`src/rtl/vga_timing_pkg.sv`:
```
// Shared 640x480@60 timing constants, sync polarity levels and lock FSM states
// for the VGA sync-to-count receiver.
package vga_timing_pkg;

    localparam int H_ACTIVE_DEF = 640;
    localparam int H_FRONT_DEF  = 16;
    localparam int H_SYNC_DEF   = 96;
    localparam int H_BACK_DEF   = 48;
    localparam int H_TOTAL_DEF  = H_ACTIVE_DEF + H_FRONT_DEF + H_SYNC_DEF + H_BACK_DEF;

    localparam int V_ACTIVE_DEF = 480;
    localparam int V_FRONT_DEF  = 10;
    localparam int V_SYNC_DEF   = 2;
    localparam int V_BACK_DEF   = 33;
    localparam int V_TOTAL_DEF  = V_ACTIVE_DEF + V_FRONT_DEF + V_SYNC_DEF + V_BACK_DEF;

    // Load positions are one column past the sync start: the syncs arrive one clock late.
    localparam int VS_PX_LOAD_DEF  = 1;
    localparam int VS_PY_LOAD_DEF  = V_ACTIVE_DEF + V_FRONT_DEF;
    localparam int HS_PX_LOAD_DEF  = H_ACTIVE_DEF + H_FRONT_DEF + 1;
    localparam int LOCK_FRAMES_DEF = 2;

    localparam logic SYNC_ACTIVE_LOW  = 1'b0;
    localparam logic SYNC_ACTIVE_HIGH = 1'b1;

    typedef enum logic [1:0] {
        UNLOCKED = 2'd0,
        COUNTING = 2'd1,
        LOCKED   = 2'd2
    } lock_state_e;

endpackage

```
`src/rtl/sync_edge_detect.sv`:
```
// Sync history register plus assertion-edge pulse. History resets to the
// deasserted level and the detector stays disarmed for the first clock after reset.
module sync_edge_detect
    import vga_timing_pkg::*;
#(
    parameter logic SYNC_POL = SYNC_ACTIVE_LOW
) (
    input  logic i_clk,
    input  logic i_reset,
    input  logic i_sync,
    output logic o_sync_d,
    output logic o_edge
);

    logic r_armed;

    always_ff @(posedge i_clk or negedge i_reset) begin
        if (!i_reset) begin
            o_sync_d <= ~SYNC_POL;
            r_armed  <= 1'b0;
        end else begin
            o_sync_d <= i_sync;
            r_armed  <= 1'b1;
        end
    end

    // Disarmed on the first clock so a sync held asserted through reset exit is not an edge.
    assign o_edge = r_armed && (i_sync == SYNC_POL) && (o_sync_d != SYNC_POL);

endmodule

```
`src/rtl/vga_sync_to_count.sv`:
```
// Recovers pixel coordinates from same-domain HSync/VSync and reports cadence lock.
// Define VGA_SYNC_HS_CHECK_EN to also realign and check the column on HSync edges.
//
// state    | meaning
// UNLOCKED | last edge mismatched, sync lost, or fresh out of reset
// COUNTING | good edges seen, fewer than LOCK_FRAMES in a row
// LOCKED   | LOCK_FRAMES consecutive good edges, cadence matches geometry
module vga_sync_to_count
    import vga_timing_pkg::*;
#(
    parameter int   H_TOTAL     = H_TOTAL_DEF,
    parameter int   V_TOTAL     = V_TOTAL_DEF,
    parameter int   H_ACTIVE    = H_ACTIVE_DEF,
    parameter int   V_ACTIVE    = V_ACTIVE_DEF,
    parameter logic SYNC_POL    = SYNC_ACTIVE_LOW,
    parameter int   VS_PX_LOAD  = VS_PX_LOAD_DEF,
    parameter int   VS_PY_LOAD  = VS_PY_LOAD_DEF,
`ifdef VGA_SYNC_HS_CHECK_EN
    parameter int   HS_PX_LOAD  = HS_PX_LOAD_DEF,
`endif
    parameter int   LOCK_FRAMES = LOCK_FRAMES_DEF,
    localparam int  PX_W        = $clog2(H_TOTAL),
    localparam int  PY_W        = $clog2(V_TOTAL)
) (
    input  logic            i_clk,
    input  logic            i_reset,
    input  logic            i_hs,
    input  logic            i_vs,
    output logic            o_hs,
    output logic            o_vs,
    output logic [PX_W-1:0] o_px,
    output logic [PY_W-1:0] o_py,
    output logic            o_activeArea,
    output logic            o_frameStrobe,
    output logic            o_locked
);

    localparam int              CNT_W        = $clog2(LOCK_FRAMES + 1);
    localparam logic [CNT_W-1:0] LOCK_CNT_MAX = CNT_W'(LOCK_FRAMES);

    logic            vs_edge;
    logic            vs_match;
    logic [PX_W-1:0] px_free, px_nx;
    logic [PY_W-1:0] py_free, py_nx;
    logic            ev_good, ev_bad;
    lock_state_e     r_state, state_nx;
    logic [CNT_W-1:0] r_goodCnt, cnt_nx;

    sync_edge_detect #(.SYNC_POL(SYNC_POL)) u_vs_edge (
        .i_clk    (i_clk),
        .i_reset  (i_reset),
        .i_sync   (i_vs),
        .o_sync_d (o_vs),
        .o_edge   (vs_edge)
    );

`ifdef VGA_SYNC_HS_CHECK_EN
    logic hs_edge;
    logic hs_match;

    sync_edge_detect #(.SYNC_POL(SYNC_POL)) u_hs_edge (
        .i_clk    (i_clk),
        .i_reset  (i_reset),
        .i_sync   (i_hs),
        .o_sync_d (o_hs),
        .o_edge   (hs_edge)
    );

    assign hs_match = (px_free == PX_W'(HS_PX_LOAD));
`else
    always_ff @(posedge i_clk or negedge i_reset) begin
        if (!i_reset) o_hs <= ~SYNC_POL;
        else          o_hs <= i_hs;
    end
`endif

    always_comb begin
        px_free = (o_px == PX_W'(H_TOTAL - 1)) ? '0 : o_px + 1'b1;
        py_free = o_py;
        if (o_px == PX_W'(H_TOTAL - 1))
            py_free = (o_py == PY_W'(V_TOTAL - 1)) ? '0 : o_py + 1'b1;
    end

    assign vs_match = (px_free == PX_W'(VS_PX_LOAD)) && (py_free == PY_W'(VS_PY_LOAD));

    // VSync outranks HSync; reaching a load position without its edge counts as lost sync.
    always_comb begin
        px_nx   = px_free;
        py_nx   = py_free;
        ev_good = 1'b0;
        ev_bad  = 1'b0;
        if (vs_edge) begin
            px_nx   = PX_W'(VS_PX_LOAD);
            py_nx   = PY_W'(VS_PY_LOAD);
            ev_good = vs_match;
            ev_bad  = !vs_match;
        end else if (vs_match) begin
            ev_bad = 1'b1;
        end
`ifdef VGA_SYNC_HS_CHECK_EN
        else if (hs_edge) begin
            px_nx  = PX_W'(HS_PX_LOAD);
            py_nx  = o_py;
            ev_bad = !hs_match;
        end else if (hs_match) begin
            ev_bad = 1'b1;
        end
`endif
    end

    always_ff @(posedge i_clk or negedge i_reset) begin
        if (!i_reset) begin
            o_px          <= '0;
            o_py          <= '0;
            o_activeArea  <= 1'b0;
            o_frameStrobe <= 1'b0;
        end else begin
            o_px          <= px_nx;
            o_py          <= py_nx;
            o_activeArea  <= (px_nx < PX_W'(H_ACTIVE)) && (py_nx < PY_W'(V_ACTIVE));
            o_frameStrobe <= (px_nx == '0) && (py_nx == '0);
        end
    end

    always_ff @(posedge i_clk or negedge i_reset) begin
        if (!i_reset) begin
            r_state   <= UNLOCKED;
            r_goodCnt <= '0;
        end else begin
            r_state   <= state_nx;
            r_goodCnt <= cnt_nx;
        end
    end

    always_comb begin
        state_nx = r_state;
        cnt_nx   = r_goodCnt;
        if (ev_bad) begin
            state_nx = UNLOCKED;
            cnt_nx   = '0;
        end else if (ev_good) begin
            cnt_nx   = (r_goodCnt == LOCK_CNT_MAX) ? r_goodCnt : r_goodCnt + 1'b1;
            state_nx = (cnt_nx == LOCK_CNT_MAX) ? LOCKED : COUNTING;
        end
    end

    assign o_locked = (r_state == LOCKED);

endmodule

```
`config.mk`:
```
export PLATFORM = sky130hd
export DESIGN_NAME = vga_sync_to_count
export DESIGN_NICKNAME = d
export VERILOG_FILES = /design/src/rtl/vga_timing_pkg.sv /design/src/rtl/sync_edge_detect.sv /design/src/rtl/vga_sync_to_count.sv
export SDC_FILE = /design/constraint.sdc
export NUM_CORES = 1
export LEC_CHECK = 0
export CORE_ASPECT_RATIO = 2
export CORE_MARGIN = 5
export CORE_UTILIZATION = 58
export DETAILED_ROUTE_END_ITERATION = 10
export PLACE_DENSITY = 0.85
export SLEW_MARGIN = 20
export SYNTH_ARGS = -nofsm -noshare
export SYNTH_HDL_FRONTEND = slang
export SYNTH_HIERARCHICAL = 1
export SYNTH_SLANG_ARGS = --single-unit
```
`constraint.sdc`:
```
create_clock -name i_clk -period 4.1 [get_ports i_clk]
set_clock_uncertainty 0.15 [all_clocks]
set_input_delay 0.82 -clock i_clk [delete_from_list [all_inputs] [get_ports i_clk]]
set_output_delay 0.82 -clock i_clk [all_outputs]
set_load 0.02 [all_outputs]
```
==> run metrics, run 1 <==
via density per instance a little over 6; Post-Layout Inst Area 2150 um^2; NumNets Final 232; Starting Density 60.0%; DRC 0; CP startpoint kind register; Ports 29; Post-Layout Cell Count 255; detailed-route via count 1,565; Placed Area 2070 um^2; CTS H-tree depth 2; clock tree from TritonCTS yes; Final Routed Wirelength 4.30 mm; final setup vio count 0; max frequency about 320 MHz; post-route ant nets 0; PD cells between 400 and 500 nW/um^2; hpwl dp 3.25 mm; Clk Latency, worst-skew pair 0.29 ns; RR Endpoint r_goodCnt[1]$_DFFE_PN0P_; RePlAce Congestion 0.915; diode count 0; Post-CTS Setup Inserts 0; crit path max fanout 12; clock sinks 29; Design Power 0.865 mW; Post-Syn Area 1890 um^2; Placed Cells about 250; Max IR drop VDD roughly 0.35 mV; FF-to-FF Start o_px[0]$_DFF_PN0_; port buffer count 28; Final period util 76.0%; total track usage 20.4%; sequential area share after synthesis 38.4%; post-synthesis cell type count 53; Tmin final 3.12 ns; Post-Synthesis Cells 197; Worst Tran Pin Value 0.640 ns; layout cells sized above 1 11.6%; Max-slew headroom 57.0%; Initial DRC Count 54; Data arrival, critical path 3.19 ns; antenna violations before repair 0; Post-CTS Resized 0; number of global-route vias before repair 1,555; syn nets 206; Seq cells post-synth 29; max_cap viols 0; Core ar. 3160 um^2; # rows 29; Final Max Tran Viols 0; total CTS buffers 5; WS Path Type register to register; Yosys warning count 6; Setup crit start o_px[0]$_DFF_PN0_; Root Driver clkbuf_8; chip height 90.8 um; outcome finished, final reports clean; Fin Hold WS between 0.3 and 0.4 ns; EDFF count, synth 0; Main synth FF type dfrtp_1; maximum clock path buffer count 2; global-route wire length before repair approximately 7.2 mm; Detailed Routing Iterations Pass 1 4; RSZ-0062 raised after global routing false; Hold Vio Cnt, Final 0; cell depth of the worst flop-to-flop path 9; hold_buf cts 0; critical path data required time between 4 and 5 ns; clk slew on worst S/H paths 0.06 ns; Avg Cell Area, Syn around 9.6 um^2; CP Capture Type register; synthesis-to-finish area growth 13.5%; Worst Min Path Start r_state[1]$_DFFE_PN0P_; Die W 50.4 um; largest net degree at the start of global routing 30; WL per Instance 16.9 um; Leak Pwr 0.857 nW; Async S/R FF share, synth 100%; grt total ovfl 0; worst hold path endpoint r_state[1]$_DFFE_PN0P_; setup tns final 0 ns; reg2reg setup slack a little under 1 ns; Hold Path Class register to register; die area 4580 um^2; WHS Path Cells 1
state kept, by name, indices dropped and copies added, names as in the netlist:
name / flops
o_hs: 1
u_vs_edge/r_armed: 1
r_goodCnt: 2
o_activeArea: 1
o_frameStrobe: 1
o_py: 10
r_state: 2
u_vs_edge/o_sync_d: 1
o_px: 10
per-layer routing:
layer,vias up,global-route usage [%],share of wire [%]
met1,727,23.0,36
met4,0,13.2,5.0
met5,-,0,0
met2,60,33.5,53
li1,761,-,-
met3,17,3.97,5.6
cells in the mapped netlist (all sizes together) (7+ instances only):
| cell | count | area share (%) |
|---|---|---|
| dfrtp | 27 | 36 |
| nand2 | 18 | 3.6 |
| nand3 | 9 | 2.6 |
| nor2 | 17 | 3.4 |
| nor3 | 10 | 2.6 |
| nor4 | 8 | 3.3 |
| o21ai | 8 | 2.1 |
| xor2 | 7 | 3.2 |
critical path: stages, from the launching register on:
cell	delay [ns]
dfrtp_1	0.48
ha_1	0.30
nand4_1	0.19
or3_4	0.51
nor3_1	0.39
a211o_1	0.23
nand4_1	0.10
ha_1	0.32
nor3b_1	0.27
a21o_1	0.12
cells in the final DEF, fill, tap and decap left out, drive strengths merged, types with 7 or more instances in the layout:
cell           instances
nor2                  17
clkdlybuf4s50         28
nor4                   8
dfrtp                 27
xor2                   7
nand2                 18
nand3                  9
o21ai                  8
nor3                  10
clkbuf                 8
per-stage QoR:
stage	util [%]	setup slack (ns)
floorplan	-	1.19
global placement	65.6	1.10
detailed placement	65.6	1.02
CTS	68.1	1.00
global route	68.1	0.733
finish	68.1	0.983
cell families after synthesis:
family,Yosys count,share of synthesized area (%)
AO/OA/AOI/OAI,33,12.4
XOR/XNOR,13,6.01
adder cells (fa/ha/maj),5,3.30
buffers and inverters,18,9.91
flip-flops,29,38.4
multiplexers,1,0.528
other,1,0.198
AND/OR/NAND/NOR,97,29.3
power by group:
group	switching, mW	leakage, nW	internal [mW]
clock network	0.100	0.0395	0.120
registers	0.0485	0.351	0.328
logic	0.142	0.467	0.126
total	0.291	0.857	0.574
worst max path at each step:
stage                                    end  depth (start not counted)  slack (ns)
floorplan           r_goodCnt[1]$_DFFE_PN0P_                         10        1.19
global placement    r_goodCnt[1]$_DFFE_PN0P_                          9        1.10
detailed placement  r_goodCnt[1]$_DFFE_PN0P_                          9        1.02
finish              r_goodCnt[1]$_DFFE_PN0P_                          9        0.98
CTS                 r_goodCnt[1]$_DFFE_PN0P_                          9        1.00
global route        r_goodCnt[1]$_DFFE_PN0P_                          9        0.73
cell type report:
type	count	area [um^2]
timing repair buffer	31	303
inverter	6	22.5
sequential	29	728
multi-input combinational	150	978
clock buffer	8	80.1
tap	31	38.8
fill	282	1010
Power figures use the tool's default switching activity.
==> inputs of run 2 (changes only) <==
--- a/config.mk
+++ b/config.mk
@@ -7,9 +7,9 @@
 export LEC_CHECK = 0
 export CORE_ASPECT_RATIO = 2
 export CORE_MARGIN = 5
-export CORE_UTILIZATION = 58
+export CORE_UTILIZATION = 49
 export DETAILED_ROUTE_END_ITERATION = 10
-export PLACE_DENSITY = 0.85
+export PLACE_DENSITY = 0.76
 export SLEW_MARGIN = 20
 export SYNTH_ARGS = -nofsm -noshare
 export SYNTH_HDL_FRONTEND = slang
==> constraint.sdc (replaced) <==
create_clock -name i_clk -period 2.5 [get_ports i_clk]
set_clock_uncertainty 0.15 [all_clocks]
set_input_delay 0.5 -clock i_clk [delete_from_list [all_inputs] [get_ports i_clk]]
set_output_delay 0.5 -clock i_clk [all_outputs]
set_load 0.02 [all_outputs]
==> run metrics, run 2 (synthesis results as in run 1) <==
outcome finished, violations left; failing checks negative setup slack; port buffer count 28; Clk Latency, worst-skew pair around 0.29 ns; Top Registers o_px (10), o_py (10); WL per Instance between 15 and 20 um; die area 5280 um^2; detailed-route via count 1,850; setup ws final -0.0755 ns; Root Driver clkbuf_8; via density per instance roughly 5.9; Max IR drop VDD 0.687 mV; Fillers 296; CP startpoint kind register; Placed Cells ~300; antenna violations before repair 0; switch share 31.6%; hold_buf cts 0; Detailed Routing Iterations Pass 1 4; final setup vio count 6; WS Path Type register to register; RSZ-0062 raised after global routing true; hpwl dp 4.07 mm; number of global-route vias before repair 1,895; setup tns final -0.326 ns; Post-Layout Cell Count approximately 320; largest net degree at the start of global routing 30; max frequency 388 MHz; grt total ovfl 0; Worst Min Path Start r_state[1]$_DFFE_PN0P_; Switch Pwr a little under 0.6 mW; Initial DRC Count 57; Final period util 103%; critical path data required time 2.58 ns; Pint 1.25 mW; max_cap viols 0; total CTS buffers 5; total track usage 22.6%; Leak Pwr ~1.1 nW; Ports 29; Hold Path Class register to register; crit path max fanout 5; FF-to-FF Start o_py[0]$_DFF_PN0_; DRC 0; Placed Area 2410 um^2; combinational share of power 35.9%; Starting Density 49.8%; Flop pwr share 31.8%; commonest cells after routing, fill and taps aside buf_4 (43), clkdlybuf4s50_1 (28), dfrtp_1 (22), nand2_1 (18), nor2_1 (17); Final Routed Wirelength 5.56 mm; clock sinks 29; Hold Vio Cnt, Final 0; PD cells roughly 680 nW/um^2; Final Max Tran Viols 0; layout cells sized above 1 about a third; Clock power frac 32.3%; post-route ant nets 0; Post-Layout Inst Area about 2700 um^2; Core ar. 3800 um^2; Tmin final approximately 2.6 ns; chip height 97.9 um; global-route wire length before repair 8.76 mm; pre-CTS setup slack -0.128 ns; maximum clock path buffer count 2; Setup crit start o_py[0]$_DFF_PN0_; clk slew on worst S/H paths ~0.070 ns; RePlAce Congestion 0.864; diode count 0; CP Capture Type register; Design Power about 1.8 mW; most common cell after layout, fill and taps aside buf_4; Data arrival, critical path roughly 2.7 ns; clock tree from TritonCTS yes; CTS H-tree depth 2; Die W 54.0 um; NumNets Final 273; synthesis-to-finish area growth 42.5%; Final Core Density 71.0%; # rows 32; Fin Hold WS 0.335 ns
## run 2: critical path, stage by stage, from the launching register on
cell       delay (ns)
dfrtp_2          0.46
inv_1            0.09
ha_1             0.18
nand4bb_1        0.18
nor4_2           0.21
buf_4            0.17
o31ai_1          0.08
a31oi_1          0.19
nand4_1          0.19
ha_4             0.31
nor3b_4          0.20
a21o_1           0.10
## run 2: path summary, 6_finish.rpt
kind | end | slack (ns) | cells after the start
worst max register to register | r_goodCnt[1]$_DFFE_PN0P_ | -0.08 | 11
worst min register to register | r_state[1]$_DFFE_PN0P_ | 0.34 | 1
worst max-delay path | r_goodCnt[1]$_DFFE_PN0P_ | -0.08 | 11
max in group asynchronous | u_vs_edge/o_sync_d$_DFF_PN1_ | 1.43 | 2
worst min-delay path | r_state[1]$_DFFE_PN0P_ | 0.34 | 1
min in group asynchronous | o_activeArea$_DFF_PN0_ | 0.45 | 2
## run 2: metal layers
metal	share of wire, %	global-route usage [%]
met2	55	38.8
met4	7.2	16.9
met5	0	0
met3	3.3	4.58
met1	34	22.1
## run 2: power by group through the flow
stage	combinational, mW	sequential, mW	clock (mW)
final	0.655	0.579	0.589
after global routing	0.704	0.585	0.613
after CTS	0.614	0.574	0.594
after detailed placement	0.578	0.582	0
after global placement	0.558	0.578	0
after floorplan	0.342	0.639	0
## run 2: area by class of cell
type / instances / area (um^2) / area share [%]
repair buffers: 72 / 614 / 22.8
multi-input cells: 150 / 1130 / 41.9
clock inverters: 3 / 65.1 / 2.41
clock buffers: 5 / 68.8 / 2.55
inverters: 6 / 22.5 / 0.834
flip-flops and latches: 29 / 734 / 27.2
well taps: 51 / 63.8 / 2.36
## run 2: repair_timing
action	4_1_cts	5_1_grt
resized for setup	8	11
pin swaps	7	7
cloned	0	0
setup buffers	3	3
hold endpoints to repair	0	0
setup endpoints to repair	6	6
